### src/rtl/snap_playback_pkg.sv
// ============================================================================
// Module  : snap_playback_pkg
// Brief   : Shared types and width helpers for the snapshot BRAM playback reader.
// Revision: 1.0
// ============================================================================
`default_nettype none

package snap_playback_pkg;

  localparam int DEF_DWIDTH     = 64;
  localparam int DEF_AWIDTH     = 9;
  localparam int DEF_RD_LATENCY = 3;
  localparam int DEF_FIFO_DEPTH = 4;

  typedef enum logic [1:0] {
    ST_IDLE  = 2'd0,
    ST_RUN   = 2'd1,
    ST_DRAIN = 2'd2
  } state_e;

  // Bits needed to hold a count in the range 0..n inclusive.
  function automatic int cnt_width(input int n);
    return (n < 1) ? 1 : $clog2(n + 1);
  endfunction

endpackage

`default_nettype wire

### src/rtl/snap_playback_skid_fifo.sv
// ============================================================================
// Module  : snap_playback_skid_fifo
// Brief   : Register-based first-word-fall-through FIFO absorbing BRAM read data.
// Revision: 1.0
// ============================================================================
`default_nettype none

module snap_playback_skid_fifo
  import snap_playback_pkg::*;
#(
  parameter int DEPTH = DEF_FIFO_DEPTH,
  parameter int WIDTH = DEF_DWIDTH,
  localparam int CW   = cnt_width(DEPTH)
) (
  input  logic             clk,
  input  logic             rst,
  input  logic             push,
  input  logic [WIDTH-1:0] din,
  input  logic             pop,
  output logic [WIDTH-1:0] dout,
  output logic [CW-1:0]    count
);

  localparam int PW = (DEPTH > 1) ? $clog2(DEPTH) : 1;

  logic [WIDTH-1:0] mem_q [DEPTH];
  logic [WIDTH-1:0] mem_d [DEPTH];
  logic [PW-1:0]    wr_ptr_q, wr_ptr_d;
  logic [PW-1:0]    rd_ptr_q, rd_ptr_d;
  logic [CW-1:0]    count_q, count_d;
  logic             do_push, do_pop;

  function automatic logic [PW-1:0] next_ptr(input logic [PW-1:0] p);
    return (p == PW'(DEPTH - 1)) ? '0 : p + PW'(1);
  endfunction

  // A push into a full FIFO is legal only when the head leaves in the same cycle.
  assign do_pop  = pop && (count_q != '0);
  assign do_push = push && ((count_q != CW'(DEPTH)) || do_pop);

  always_comb begin
    mem_d    = mem_q;
    wr_ptr_d = wr_ptr_q;
    rd_ptr_d = rd_ptr_q;
    count_d  = count_q;
    if (do_push) begin
      mem_d[wr_ptr_q] = din;
      wr_ptr_d        = next_ptr(wr_ptr_q);
    end
    if (do_pop) begin
      rd_ptr_d = next_ptr(rd_ptr_q);
    end
    case ({do_push, do_pop})
      2'b10:   count_d = count_q + CW'(1);
      2'b01:   count_d = count_q - CW'(1);
      default: count_d = count_q;
    endcase
  end

  always_ff @(posedge clk) begin
    if (rst) begin
      for (int i = 0; i < DEPTH; i++) begin
        mem_q[i] <= '0;
      end
      wr_ptr_q <= '0;
      rd_ptr_q <= '0;
      count_q  <= '0;
    end else begin
      mem_q    <= mem_d;
      wr_ptr_q <= wr_ptr_d;
      rd_ptr_q <= rd_ptr_d;
      count_q  <= count_d;
    end
  end

  assign dout  = mem_q[rd_ptr_q];
  assign count = count_q;

endmodule

`default_nettype wire

### src/rtl/snap_bram_playback_reader.sv
// ============================================================================
// Module  : snap_bram_playback_reader
// Brief   : Streams snapshot BRAM port-A words as valid/ready, single-shot or
//           looping. Define PLAYBACK_PASS_CNT_EN to add the pass_count output.
// Revision: 1.0
// ============================================================================
`default_nettype none

module snap_bram_playback_reader
  import snap_playback_pkg::*;
#(
  parameter int DWIDTH     = DEF_DWIDTH,
  parameter int AWIDTH     = DEF_AWIDTH,
  parameter int RD_LATENCY = DEF_RD_LATENCY,
  parameter int FIFO_DEPTH = DEF_FIFO_DEPTH
) (
  input  logic              clk,
  input  logic              rst,
  input  logic              start,
  input  logic              stop,
  input  logic              loop_en,
  input  logic [AWIDTH:0]   length,
  output logic              bram_en_a,
  output logic              bram_we,
  output logic [AWIDTH-1:0] bram_addr,
  input  logic [DWIDTH-1:0] bram_rd_data,
  output logic [DWIDTH-1:0] dout,
  output logic              dout_valid,
  input  logic              dout_ready,
  output logic              busy,
  output logic              done
`ifdef PLAYBACK_PASS_CNT_EN
  ,
  output logic [31:0]       pass_count
`endif
);

  localparam int FCW = cnt_width(FIFO_DEPTH);
  localparam int OCW = cnt_width(RD_LATENCY);
  localparam int SCW = cnt_width(FIFO_DEPTH + RD_LATENCY);
  localparam logic [AWIDTH:0] FULL_LEN = {1'b1, {AWIDTH{1'b0}}};

  generate
    if (FIFO_DEPTH < RD_LATENCY + 1) begin : g_depth_check
      $error("FIFO_DEPTH must be at least RD_LATENCY+1");
    end
  endgenerate

  state_e                state_q, state_d;
  logic [AWIDTH-1:0]     addr_q, addr_d;
  logic [AWIDTH:0]       len_q, len_d;
  logic                  loop_q, loop_d;
  logic [RD_LATENCY-1:0] vld_pipe_q, vld_pipe_d;
  logic                  done_q, done_d;

  logic                  issue, last_word, credit_ok;
  logic [OCW-1:0]        outstanding;
  logic [FCW-1:0]        fifo_count;
  logic [DWIDTH-1:0]     fifo_dout;
  logic                  fifo_empty, fifo_push, fifo_pop, tail_vld, pop_out;

  always_comb begin
    outstanding = '0;
    for (int i = 0; i < RD_LATENCY; i++) begin
      outstanding = outstanding + OCW'(vld_pipe_q[i]);
    end
  end

  // Every in-flight read already owns a FIFO slot, so the FIFO can never overflow.
  assign credit_ok = (SCW'(outstanding) + SCW'(fifo_count)) < SCW'(FIFO_DEPTH);
  assign last_word = ({1'b0, addr_q} == (len_q - (AWIDTH + 1)'(1)));

  always_comb begin
    state_d = state_q;
    addr_d  = addr_q;
    len_d   = len_q;
    loop_d  = loop_q;
    done_d  = 1'b0;
    issue   = 1'b0;
    case (state_q)
      ST_IDLE: begin
        if (start) begin
          len_d   = ((length == '0) || (length > FULL_LEN)) ? FULL_LEN : length;
          loop_d  = loop_en;
          addr_d  = '0;
          state_d = ST_RUN;
        end
      end
      ST_RUN: begin
        if (stop) begin
          state_d = ST_DRAIN;
        end else if (credit_ok) begin
          issue = 1'b1;
          if (last_word) begin
            addr_d = '0;
            if (!loop_q) begin
              state_d = ST_DRAIN;
            end
          end else begin
            addr_d = addr_q + AWIDTH'(1);
          end
        end
      end
      ST_DRAIN: begin
        if ((outstanding == '0) && fifo_empty) begin
          state_d = ST_IDLE;
          done_d  = 1'b1;
        end
      end
      default: state_d = ST_IDLE;
    endcase
  end

  always_comb begin
    vld_pipe_d    = vld_pipe_q << 1;
    vld_pipe_d[0] = issue;
  end

  always_ff @(posedge clk) begin
    if (rst) begin
      state_q    <= ST_IDLE;
      addr_q     <= '0;
      len_q      <= '0;
      loop_q     <= 1'b0;
      vld_pipe_q <= '0;
      done_q     <= 1'b0;
    end else begin
      state_q    <= state_d;
      addr_q     <= addr_d;
      len_q      <= len_d;
      loop_q     <= loop_d;
      vld_pipe_q <= vld_pipe_d;
      done_q     <= done_d;
    end
  end

  // Arriving data bypasses an empty FIFO so the first word is visible on arrival.
  assign tail_vld   = vld_pipe_q[RD_LATENCY-1];
  assign fifo_empty = (fifo_count == '0);
  assign dout_valid = tail_vld | ~fifo_empty;
  assign pop_out    = dout_valid & dout_ready;
  assign fifo_pop   = pop_out & ~fifo_empty;
  assign fifo_push  = tail_vld & ~(fifo_empty & dout_ready);
  assign dout       = dout_valid ? (fifo_empty ? bram_rd_data : fifo_dout) : '0;

  snap_playback_skid_fifo #(
    .DEPTH (FIFO_DEPTH),
    .WIDTH (DWIDTH)
  ) u_fifo (
    .clk   (clk),
    .rst   (rst),
    .push  (fifo_push),
    .din   (bram_rd_data),
    .pop   (fifo_pop),
    .dout  (fifo_dout),
    .count (fifo_count)
  );

  assign bram_en_a = issue;
  assign bram_we   = 1'b0;
  assign bram_addr = addr_q;
  assign busy      = (state_q != ST_IDLE);
  assign done      = done_q;

`ifdef PLAYBACK_PASS_CNT_EN
  logic [AWIDTH:0] out_idx_q, out_idx_d;
  logic [31:0]     pass_cnt_q, pass_cnt_d;

  always_comb begin
    out_idx_d  = out_idx_q;
    pass_cnt_d = pass_cnt_q;
    if ((state_q == ST_IDLE) && start) begin
      out_idx_d  = '0;
      pass_cnt_d = '0;
    end else if (pop_out) begin
      if (out_idx_q == (len_q - (AWIDTH + 1)'(1))) begin
        out_idx_d = '0;
        if (pass_cnt_q != '1) begin
          pass_cnt_d = pass_cnt_q + 32'd1;
        end
      end else begin
        out_idx_d = out_idx_q + (AWIDTH + 1)'(1);
      end
    end
  end

  always_ff @(posedge clk) begin
    if (rst) begin
      out_idx_q  <= '0;
      pass_cnt_q <= '0;
    end else begin
      out_idx_q  <= out_idx_d;
      pass_cnt_q <= pass_cnt_d;
    end
  end

  assign pass_count = pass_cnt_q;
`else
  // Build without the pass counter: no extra state.
`endif

endmodule

`default_nettype wire

### config.mk
export PLATFORM = sky130hd
export DESIGN_NAME = snap_bram_playback_reader
export DESIGN_NICKNAME = d
export VERILOG_FILES = /design/src/rtl/snap_playback_pkg.sv /design/src/rtl/snap_playback_skid_fifo.sv /design/src/rtl/snap_bram_playback_reader.sv
export SDC_FILE = /design/constraint.sdc
export NUM_CORES = 1
export LEC_CHECK = 0
export ABC_AREA = 0
export BUFFER_PORTS_ARGS = -buffer_cell sky130_fd_sc_hd__buf_2
export CAP_MARGIN = 0
export CORE_UTILIZATION = 25
export CTS_CLUSTER_SIZE = 8
export DETAILED_ROUTE_END_ITERATION = 8
export GPL_TIMING_DRIVEN = 0
export PLACE_DENSITY = 0.45
export SLEW_MARGIN = 20
export SYNTH_ARGS = -nofsm -noshare
export SYNTH_HDL_FRONTEND = slang
export SYNTH_SLANG_ARGS = --single-unit
### constraint.sdc
create_clock -name clk -period 2.4 [get_ports clk]
set_input_delay 0.36 -clock clk [delete_from_list [all_inputs] [get_ports clk]]
set_output_delay 0.36 -clock clk [all_outputs]
set_load 0.005 [all_outputs]
Yosys cells after proc, flatten, opt, wreduce, memory -nomap -nowiden --
Cells that the tools add are included.
Storage, ports and cells: register bits after elaboration 289, output and inout port bits 78
Cells by class: $add $sub $neg 9, $lt $le $gt $ge 5, eq/ne operators 15, multiplexer cells 28, bitwise gates (word level) 10, reductions and logical operators 18
Operators by type and width (count):
- $mux W64 | 5
- $bwmux W256 | 1
- $bmux W64 S2 | 1
- $demux W64 S2 | 1
- $mux W9 | 4
- $pmux W9 S2 | 1
- $mux W2 | 8
- $ne A3 B3 Y1 const B | 4
- $eq A9 B10 Y1 | 1
- $gt A10 B10 Y1 const B | 1
- $logic_not A10 Y1 | 1
- $mux W10 | 1
- $sub A10 B1 Y10 const B | 1
- $add A9 B1 Y9 const B | 1
- $eq A2 B2 Y1 const B | 4
- $ne A2 B2 Y1 const B | 4
- $ge A3 B3 Y1 const B | 2
- $not A2 Y3 | 2
- $pmux W2 S3 | 1
- $pmux W3 S2 | 1
- $reduce_bool A2 Y1 | 3
- $reduce_and A5 Y1 | 1
- $add A2 B1 Y2 const B | 2
- $and A1 B1 Y1 | 4
- 19 further kinds | 30

Longest topological paths before layout --
Gate-level depths: netlist of the first run.
depth in word-level cells 10, mapped depth 10, mapped depth without buffers 9

Cells and area by module --
A second synthesis of the first run with hierarchy kept.
Second synthesis, totals: cell total of the unflattened synthesis 1434, area total of the unflattened synthesis 13769.5 um^2
By module, submodules not included:
- snap_playback_skid_fifo | instances 1, cells each 1025, area an instance 11318.4 um^2
- snap_bram_playback_reader | instances 1, cells each 409, area an instance 2451.1 um^2

Worst setup path before layout of the first run --
OpenSTA, ideal clock, no wires.
path kind register to register, start point reg len_q[0], end point reg state_q[0], setup time 0.125 ns, arrival 2.420 ns, data required time 2.275 ns, path slack -0.145 ns, cell stages (with the launch flop) 10, buffers on the path 1, period minus slack after synthesis 2.545 ns, cells stage by stage dfxtp_1 -> inv_1 -> ha_1 -> or3b_2 -> a2111oi_0 -> a41oi_1 -> o22a_2 -> or2_1 -> buf_6 -> o41a_1
Between the ends: word-level cells in the longest chain between the ends 4
RTL lines:
- start: declaration | line snap_bram_playback_reader.sv:51 | logic [AWIDTH:0] len_q, len_d;
- start signal: assignment | line snap_bram_playback_reader.sv:130 | len_q <= len_d;
- $sub A10 B1 Y10 | line snap_bram_playback_reader.sv:71 | assign last_word = ({1'b0, addr_q} == (len_q - (AWIDTH + 1)'(1)));
- $eq A9 B10 Y1 | line snap_bram_playback_reader.sv:71
- $ne A3 B3 Y1 (no line)
- $reduce_and A5 Y1 (no line)
- end signal: assignment | line snap_bram_playback_reader.sv:128 | state_q <= state_d;
- end: declaration | line snap_bram_playback_reader.sv:49 | state_e state_q, state_d;
Every way passes these cells. A chain may end at the register's enable or synchronous reset.

Final worst setup path of the first run --
start point reg u_fifo.count_q[0], in the netlist u_fifo.count[0], end point out dout[1]
Between the ends: word-level cells in the longest chain between the ends 4
RTL lines:
- start: declaration | line snap_playback_skid_fifo.sv:30 | logic [CW-1:0] count_q, count_d;
- start signal: assignment | line snap_playback_skid_fifo.sv:72 | count_q <= count_d;
- $logic_not A3 Y1 (*) | line snap_bram_playback_reader.sv:139 | assign fifo_empty = (fifo_count == '0);
- $not A1 Y1 | line snap_bram_playback_reader.sv:140 | assign dout_valid = tail_vld | ~fifo_empty;
- $or A1 B1 Y1 | line snap_bram_playback_reader.sv:140
- $mux W64 (*) | line snap_bram_playback_reader.sv:144 | assign dout = dout_valid ? (fifo_empty ? bram_rd_data : fifo_dout) : '0;
- end: declaration | line snap_bram_playback_reader.sv:27 | output logic [DWIDTH-1:0] dout,
Every way passes the cells marked *; elsewhere a longest branch is shown, timed or not.

==> out/metrics.yaml, run 1 <==
grt_pass1_wl_mm: 72.32
num_rows: 83
io_pins: 158
clock.fmax_mhz: 401.4
tightest_slew_ps: 794.3
grtUsageTotal: 0.1787
violations: "negative setup slack"
antenna_found_initial: 0
internal-power_mw: 8.149
fin_nets: 1946
die_w_um: 229.7
cp-endpoint: "dout[1]"
stdcell_area_mm2: 0.01682
hold_buffers: 0
share_seq_of_total_power: 0.455
finalCritPeriodShare: 1.038
hold_violations: 0
die-area_mm2: 0.05275
startpoint: "u_fifo.count[0]$_SDFFE_PP0P_"
multi_input_area_mm2: 0.007053
p_clk_frac: 0.494
final_common_cell: "nand2_1"
switching_share: 0.2338
finalSetupViolations: 50
r2r-start: "len_q[1]$_SDFFE_PP0P_"
dr.pass1.iters: 5
syn_area_per_cell_um2: 7.926
endpoint_kind: "output pin"
grt_max_degree: 11
ys_seq_elements: 289
crit_arrival_ps: 2130
synth_ff_type: "dfxtp_1"
dpl.hpwl_mm: 31.36
setup_ws_ps: -91.41
cts_max_level: 2
hold-worst-slack_ps: 95.72
die_h_um: 229.7
p_sw_mw: 2.487
critPathMaxFanout: 6
synth_edf_count: 0
comb_power_share: 0.051
syn_area_mm2: 0.01296
placement.io_buffers: 155
grt_pass1_vias: 11970
place_area_mm2: 0.01460
maxCapViolations: 0
area_growth_pct: 29.82
worstSetupStartpointType: "flop"
outcome: "finished with violations"
grt_setup_unrepaired: "true"
ant_nets: 0
total_leakage_power_nw: 5.816
start_util: 0.2526
required_ps: 2040
drive_above_1_share: 0.2507
rrSetupSlack_ps: -30
cts_buffer_depth: 3
criticalPathCategory: "flop to output pin"
yosys_warnings: 0
mostFrequentLayoutCells: "625 x nand2_1, 277 x dfxtp_1, 273 x a21oi_1"
finalClockSkew_ps: 11.78
slew_headroom: 0.4704
synth-seq-area-share: 0.4465
drc: 0
clk_latency_ps: 540
syn-num-nets: 1726
synthCells: 1635
diodes: 0
fin_total_pwr_mw: 10.64
p_per_area_mw_per_mm2: 632.2
clk_pin_slew_ps: 50
reg2reg_to: "state_q[0]$_SDFFE_PP0P_"
drt-total-wl_mm: 47.47
via_count: 12120
synthDistinctLibCells: 48
cts_tree: "built"
core_area_mm2: 0.05130
setup_tns_ps: -2587
fillers: 5483
regArea_mm2: 0.005818
gp_congestion: 0.7900
post_drt_via_cell_ratio: 4.772
root_buffer: "clkbuf_16"
synthArstFlopShare: 0
period_needed_ps: 2491
ir_drop_mv: 0.4229
hp-class: "input pin to flop"
initialDrtViolationCount: 701
cts_sinks: 289
drv_slew: 0
reg2reg_depth: 8
cts_inserted_buffers: 42
wire_per_inst_um: 18.70
gr-total-overflow: 0
==> worst max-delay path, stage by stage, from the launching register on <==
cell and delay (ps):
dfxtp_4 340, or3_4 460, clkbuf_16 210, clkbuf_16 180, buf_12 130, o21ai_4 120, buf_6 130
==> power by group through the flow <==
| stage | sequential, mW | combinational, mW | clock [mW] |
|---|---|---|---|
| floorplan | 4.93 | 0.212 | 0 |
| global placement | 4.94 | 0.483 | 0 |
| detailed placement | 4.94 | 0.487 | 0 |
| CTS | 4.84 | 0.528 | 5.41 |
| global route | 4.83 | 0.595 | 5.62 |
| finish | 4.84 | 0.547 | 5.25 |
==> state kept, by name, indices dropped and copies added (netlist names) <==
register         flops
state_q              2
u_fifo.count         3
u_fifo.mem_q       256
len_q               10
u_fifo.rd_ptr_q      2
done                 1
u_fifo.wr_ptr_q      2
vld_pipe_q           3
loop_q               1
bram_addr            9
==> how the worst min path moves through the flow <==
stage | to | cells past startpoint | from | slack [ps]
3_5_place_dp | u_fifo.mem_q[159]$_SDFFE_PP0P_ | 2 | u_fifo.mem_q[159]$_SDFFE_PP0P_ | 440
5_1_grt | u_fifo.mem_q[143]$_SDFFE_PP0P_ | 3 | bram_rd_data[15] | 80
3_3_place_gp | u_fifo.mem_q[122]$_SDFFE_PP0P_ | 2 | u_fifo.mem_q[122]$_SDFFE_PP0P_ | 440
4_1_cts | len_q[6]$_SDFFE_PP0P_ | 3 | length[6] | 60
6_report | u_fifo.mem_q[103]$_SDFFE_PP0P_ | 3 | bram_rd_data[39] | 100
2_1_floorplan | u_fifo.mem_q[127]$_SDFFE_PP0P_ | 2 | u_fifo.mem_q[127]$_SDFFE_PP0P_ | 430
==> Yosys cell counts (all sizes together), types with 3 or more instances <==
master,instances,share of area
nand2b,5,0.0024
nor2,18,0.0052
xor2,8,0.0054
o311ai,3,0.0020
o31ai,4,0.0023
and2,5,0.0024
a21oi,274,0.11
nor3,5,0.0019
nand2,670,0.19
or3,4,0.0019
a22oi,3,0.0017
ha,9,0.0087
or2,5,0.0024
a22o,4,0.0031
nand3b,8,0.0046
dfxtp,289,0.45
nand3,8,0.0031
clkbuf,108,0.031
a31oi,3,0.0014
xnor2,9,0.0061
mux4,64,0.11
o21ai,68,0.026
buf,17,0.0058
inv,15,0.0043
and3,3,0.0014
==> cells by family after synthesis <==
family	synth area share
buf+inv	0.04142
simple gates	0.2264
compound gates	0.1509
fa+ha+maj	0.01178
xor+xnor	0.01149
flops	0.4465
mux	0.1112
other cells	0.0002894
==> layout make-up <==
cell class	instances	share of cell area
clock buffers	47	0.06478
flip-flops and latches	289	0.3458
repair buffers	185	0.06946
well taps	680	0.05057
clock inverters	1	0.0009668
plain buffers	116	0.04581
inverters	15	0.003347
multi-input cells	1206	0.4192
==> per-stage QoR <==
| step | utilization | std cells | worst slack (ps) |
|---|---|---|---|
| floorplan | - | 1635 | 6.052 |
| global placement | 0.2845 | 2470 | -1079 |
| detailed placement | 0.2845 | 2470 | -1126 |
| CTS | 0.3222 | 2537 | -164.0 |
| global route | 0.3279 | 2539 | -165.9 |
| finish | 0.3279 | 2539 | -91.41 |
==> timing repair <==
item	in CTS	in global routing
buffers inserted	16	7
endpoints found under the setup margin	222	277
cloned	7	2
pin swaps	17	50
resized for setup	236	96
hold endpoints to repair	0	0
==> layer usage <==
metal,routed length [µm],global-route usage,up-vias
met5,0,0,-
met4,1157,0.06188,0
met3,2236,0.02753,65
met2,22950,0.2990,304
met1,21130,0.2330,5827
li1,-,-,5921
No activity file was read; power rests on OpenSTA's default activity.
==> run 2: changes to the inputs <==
==> constraint.sdc (replaced) <==
create_clock -name clk -period 2.4 [get_ports clk]
set_input_delay 0.48 -clock clk [delete_from_list [all_inputs] [get_ports clk]]
set_output_delay 0.48 -clock clk [all_outputs]
set_load 0.005 [all_outputs]
==> run 2 against run 1 <==
Effect of this change:
- the flow finishes with violations (design-rule violations, negative setup slack)
- combinational power down 0.7%
- total power rose by 0.49%
- design area is 0.67% lower
- critical path depth is 1 higher
- highest routed layer unchanged
- sequential share of layout area grew 0.19 points
==> out/metrics.yaml, run 2 (synthesized netlist as in run 1, its figures left out) <==
outcome: "finished with violations"
violations: "design-rule violations, negative setup slack"
post_drt_via_cell_ratio: 4.771
start_util: 0.2526
ir_drop_mv: 0.4234
grt_pass1_vias: 12000
multi_input_area_mm2: 0.006994
gp_congestion: 0.7781
maxCapViolations: 0
regMostFlops: "u_fifo.mem_q"
criticalPathCategory: "flop to output pin"
grtUsageTotal: 0.1761
largest_reg_flops: 256
cp_slowest_cell: "mux4_2"
grt_max_degree: 11
worstSetupStartpointType: "flop"
num_rows: 83
finalCritPeriodShare: 1.097
finish.utilization: 0.3257
via_count: 12100
final_common_cell: "nand2_1"
cpPeakStageDelay_ps: 490
required_ps: 1920
cts_sinks: 289
fin_total_pwr_mw: 10.69
dr.pass1.iters: 7
crit_arrival_ps: 2150
root_buffer: "clkbuf_16"
die_h_um: 229.7
initialDrtViolationCount: 731
io_pins: 158
grt_setup_unrepaired: "true"
mostFrequentLayoutCells: "641 x nand2_1, 277 x dfxtp_1, 274 x a21oi_1"
critPathMaxFanout: 8
placement.io_buffers: 155
drt-total-wl_mm: 47.10
clk_latency_ps: 550
crit_chain: "clkbuf_16, buf_12, buf_12, mux4_2, nand2_1, o21ai_1, buf_2"
tightest_slew_ps: 770.0
p_per_area_mw_per_mm2: 639.6
fin_nets: 1945
total_leakage_power_nw: 5.885
gr-total-overflow: 0
drc: 2
die_w_um: 229.7
ant_nets: 0
finalSetupViolations: 66
fillers: 5435
drv_slew: 0
grt_pass1_wl_mm: 71.18
clk_pin_slew_ps: 50
antenna_found_initial: 0
regArea_mm2: 0.005811
cts_tree: "built"
dpl.hpwl_mm: 31.28
crit_top_cell: "buf_12"
area_growth_pct: 28.96
diodes: 0
slew_headroom: 0.4867
setup_ws_ps: -233.9
die-area_mm2: 0.05275
wire_per_inst_um: 18.57
finalClockSkew_ps: 18.63
cts_inserted_buffers: 42
cts_max_level: 2
drive_above_1_share: 0.2376
cts_buffer_depth: 3
period_needed_ps: 2634
hold_buffers: 0
endpoint_kind: "output pin"
core_area_mm2: 0.05130
clock.fmax_mhz: 379.7
hold_violations: 0
hp-class: "input pin to flop"
run 2: cell count changes in the layout (fill, tap and decap cells not counted), sizes merged:
cell / change
bufinv: +1
buf: -3
clkbuf: -1
run 2: area by class of cell:
type / instances / area share
Tap cell: 680 / 0.05091
Clock inverter: 2 / 0.002770
Inverter: 15 / 0.003519
Buffer: 115 / 0.04358
Clock buffer: 44 / 0.06394
Timing Repair Buffer: 185 / 0.06903
Sequential cell: 289 / 0.3477
Multi-Input combinational cell: 1206 / 0.4185
run 2: through the flow:
stage                     cell area [µm²]  hold slack (ps)  std cells  worst slack, ps  TNS, ps
final                               16710            212.4       2536           -233.9   -11040
after global routing                16710            206.1       2536           -298.7   -15880
after CTS                           16460            183.0       2539           -268.6   -13820
after detailed placement            14600            445.1       2470            -1161  -138470
after global placement              14600            438.5       2470            -1114  -132270
after floorplan                     12970            433.1       1635           -76.02   -76.02
run 2: path summary, 6_finish.rpt:
path,from,to,depth (start not counted),slack [ps]
max,u_fifo.rd_ptr_q[1]$_SDFFE_PP0P_,dout[9],7,-230
min,bram_rd_data[13],u_fifo.mem_q[141]$_SDFFE_PP0P_,3,210
max reg2reg,u_fifo.count[2]$_SDFFE_PP0P_,u_fifo.count[2]$_SDFFE_PP0P_,10,20
min reg2reg,u_fifo.mem_q[160]$_SDFFE_PP0P_,u_fifo.mem_q[160]$_SDFFE_PP0P_,2,450
run 2: worst max-delay path, delay by kind of cell, from the launching register on:
family | cells | cell delay [ps]
and+or+nand+nor | 1 | 70
DFF | 1 | 390
buffers and inverters | 4 | 580
muxes | 1 | 490
AOI/OAI and AO/OA | 1 | 60
run 2: metal layers:
metal	wire length [µm]	up-vias	share of wire	global-route usage
met5	0	-	0	0
met4	1241	0	0.026	0.06333
met3	2355	76	0.050	0.02530
met2	22630	307	0.48	0.2992
met1	20870	5820	0.44	0.2260
li1	-	5896	-	-
run 2: where the power goes:
group          total, mW  internal, mW  switching (mW)  leakage, nW
registers           4.84          4.82          0.0189         2.34
logic              0.543         0.182           0.361         3.00
clock network       5.30          3.21            2.09        0.547
run 2: what timing repair did:
action | CTS | global route
endpoints found under the setup margin | 181 | 308
buffers inserted | 22 | 3
pin swaps | 21 | 19
resized for setup | 204 | 113
cloned | 4 | 4
==> run 3: changes to the inputs <==
==> constraint.sdc (replaced) <==
create_clock -name clk -period 2.4 [get_ports clk]
set_input_delay 0.12 -clock clk [delete_from_list [all_inputs] [get_ports clk]]
set_output_delay 0.12 -clock clk [all_outputs]
set_load 0.005 [all_outputs]
==> run 3 against run 2 <==
Effect of this change:
- the flow now finishes without violations
- global-route usage rose by 0.23 points
- wire length rose by 0.48%
- design area up 1.5%
- critical path type is now flop to flop
==> out/metrics.yaml, run 3 (synthesized netlist as in run 1, its figures left out) <==
cp_slowest_cell: "or3b_4"
area_growth_pct: 30.93
drive_above_1_share: 0.1971
die-area_mm2: 0.05275
start_util: 0.2526
largest_reg_flops: 256
stdcell_area_mm2: 0.01697
finalCritPeriodShare: 0.9787
clk_latency_ps: 550
clock.fmax_mhz: 425.7
dp.cells: 2470
worstSetupStartpointType: "flop"
drt-total-wl_mm: 47.33
p_per_area_mw_per_mm2: 632.1
cts_buffer_depth: 3
drv_slew: 0
num_rows: 83
tightest_slew_ps: 740.0
required_ps: 2830
mostFrequentLayoutCells: "664 x nand2_1, 278 x dfxtp_1, 274 x a21oi_1"
dr.pass1.iters: 5
drc: 0
grtUsageTotal: 0.1784
ant_nets: 0
final_cells: 2608
placement.io_buffers: 155
core_area_mm2: 0.05130
post_drt_via_cell_ratio: 4.752
die_h_um: 229.7
io_pins: 158
ir_drop_mv: 0.4244
outcome: "completed"
final_common_cell: "nand2_1"
hp-class: "input pin to flop"
hold_violations: 0
wire_per_inst_um: 18.15
crit_arrival_ps: 2780
finalClockSkew_ps: 12.02
initialDrtViolationCount: 839
antenna_found_initial: 2
die_w_um: 229.7
grt_max_degree: 11
slew_headroom: 0.5067
grt_pass1_vias: 12220
total_leakage_power_nw: 5.836
fin_nets: 2015
dpl.hpwl_mm: 31.36
maxCapViolations: 0
clk_pin_slew_ps: 60
period_needed_ps: 2349
cts_sinks: 289
crit_chain: "inv_2, ha_4, or3b_4, a2111oi_2, a41oi_1, o22a_2, or2_4, o41a_1"
grt_setup_unrepaired: "true"
cpPeakStageDelay_ps: 410
cts_inserted_buffers: 42
endpoint_kind: "flop"
cts_max_level: 2
critPathMaxFanout: 6
gr-total-overflow: 0
via_count: 12390
criticalPathCategory: "flop to flop"
finalSetupViolations: 0
root_buffer: "clkbuf_16"
regMostFlops: "u_fifo.mem_q"
cts_tree: "built"
diodes: 0
gp_congestion: 0.7900
grt_pass1_wl_mm: 72.45
place_area_mm2: 0.01460
## run 3: through the flow
step,hold slack [ps],utilization,setup slack (ps),setup TNS [ps],power [mW]
after CTS,50.38,0.3280,-25.28,-25.28,10.87
after floorplan,256.0,-,6.052,0,5.146
final,84.24,0.3307,51.01,0,10.72
after global routing,138.4,0.3307,-48.51,-103.0,11.14
after global placement,408.3,0.2845,-1016,-60690,5.424
after detailed placement,413.3,0.2845,-1106,-65410,5.427
## run 3: area by class of cell
class	count	area, µm²
fill	5517	34340
multi-input combinational	1206	6770
sequential	289	5809
timing repair buffer	252	1719
clock buffer	47	1090
tap	680	850.8
buffer	118	654.4
inverter	15	56.30
clock inverter	1	16.27
## run 3: repair_timing
item | CTS | global route
gates cloned | 1 | 0
setup endpoints to repair | 222 | 330
setup buffers | 10 | 8
hold buffers | 78 | 0
hold endpoints to repair | 272 | 0
pin swaps | 9 | 7
resized for setup | 121 | 54
## run 3: path summary, 6_finish.rpt
kind | endpoint | cells past startpoint | startpoint | slack, ps
hold reg to reg | u_fifo.mem_q[156]$_SDFFE_PP0P_ | 2 | u_fifo.mem_q[156]$_SDFFE_PP0P_ | 450
setup / recovery | state_q[0]$_SDFFE_PP0P_ | 8 | len_q[0]$_SDFFE_PP0P_ | 50
hold / removal | len_q[9]$_SDFFE_PP0P_ | 3 | length[9] | 80
setup reg to reg | state_q[0]$_SDFFE_PP0P_ | 8 | len_q[0]$_SDFFE_PP0P_ | 50
## run 3: routing by layer
metal  wire length [µm]  track usage  vias up
met1              21060       0.2301     5950
li1                   -            -     6057
met4               1200      0.06021        2
met3               2202      0.02666       73
met2              22850       0.3028      311
met5                  8            0        -
## run 3: power breakdown
group | internal, mW | switching [mW]
registers | 4.82 | 0.0186
logic | 0.258 | 0.372
clock network | 3.15 | 2.10
total | 8.23 | 2.50
## run 3: worst max-delay path: cells and delay by family (launching register included)
kind                       cells  cell delay [ps]
DFF                            1              340
buffers and inverters          1               70
AOI/OAI and AO/OA              4              960
and+or+nand+nor                2              700
adders and majority gates      1              160
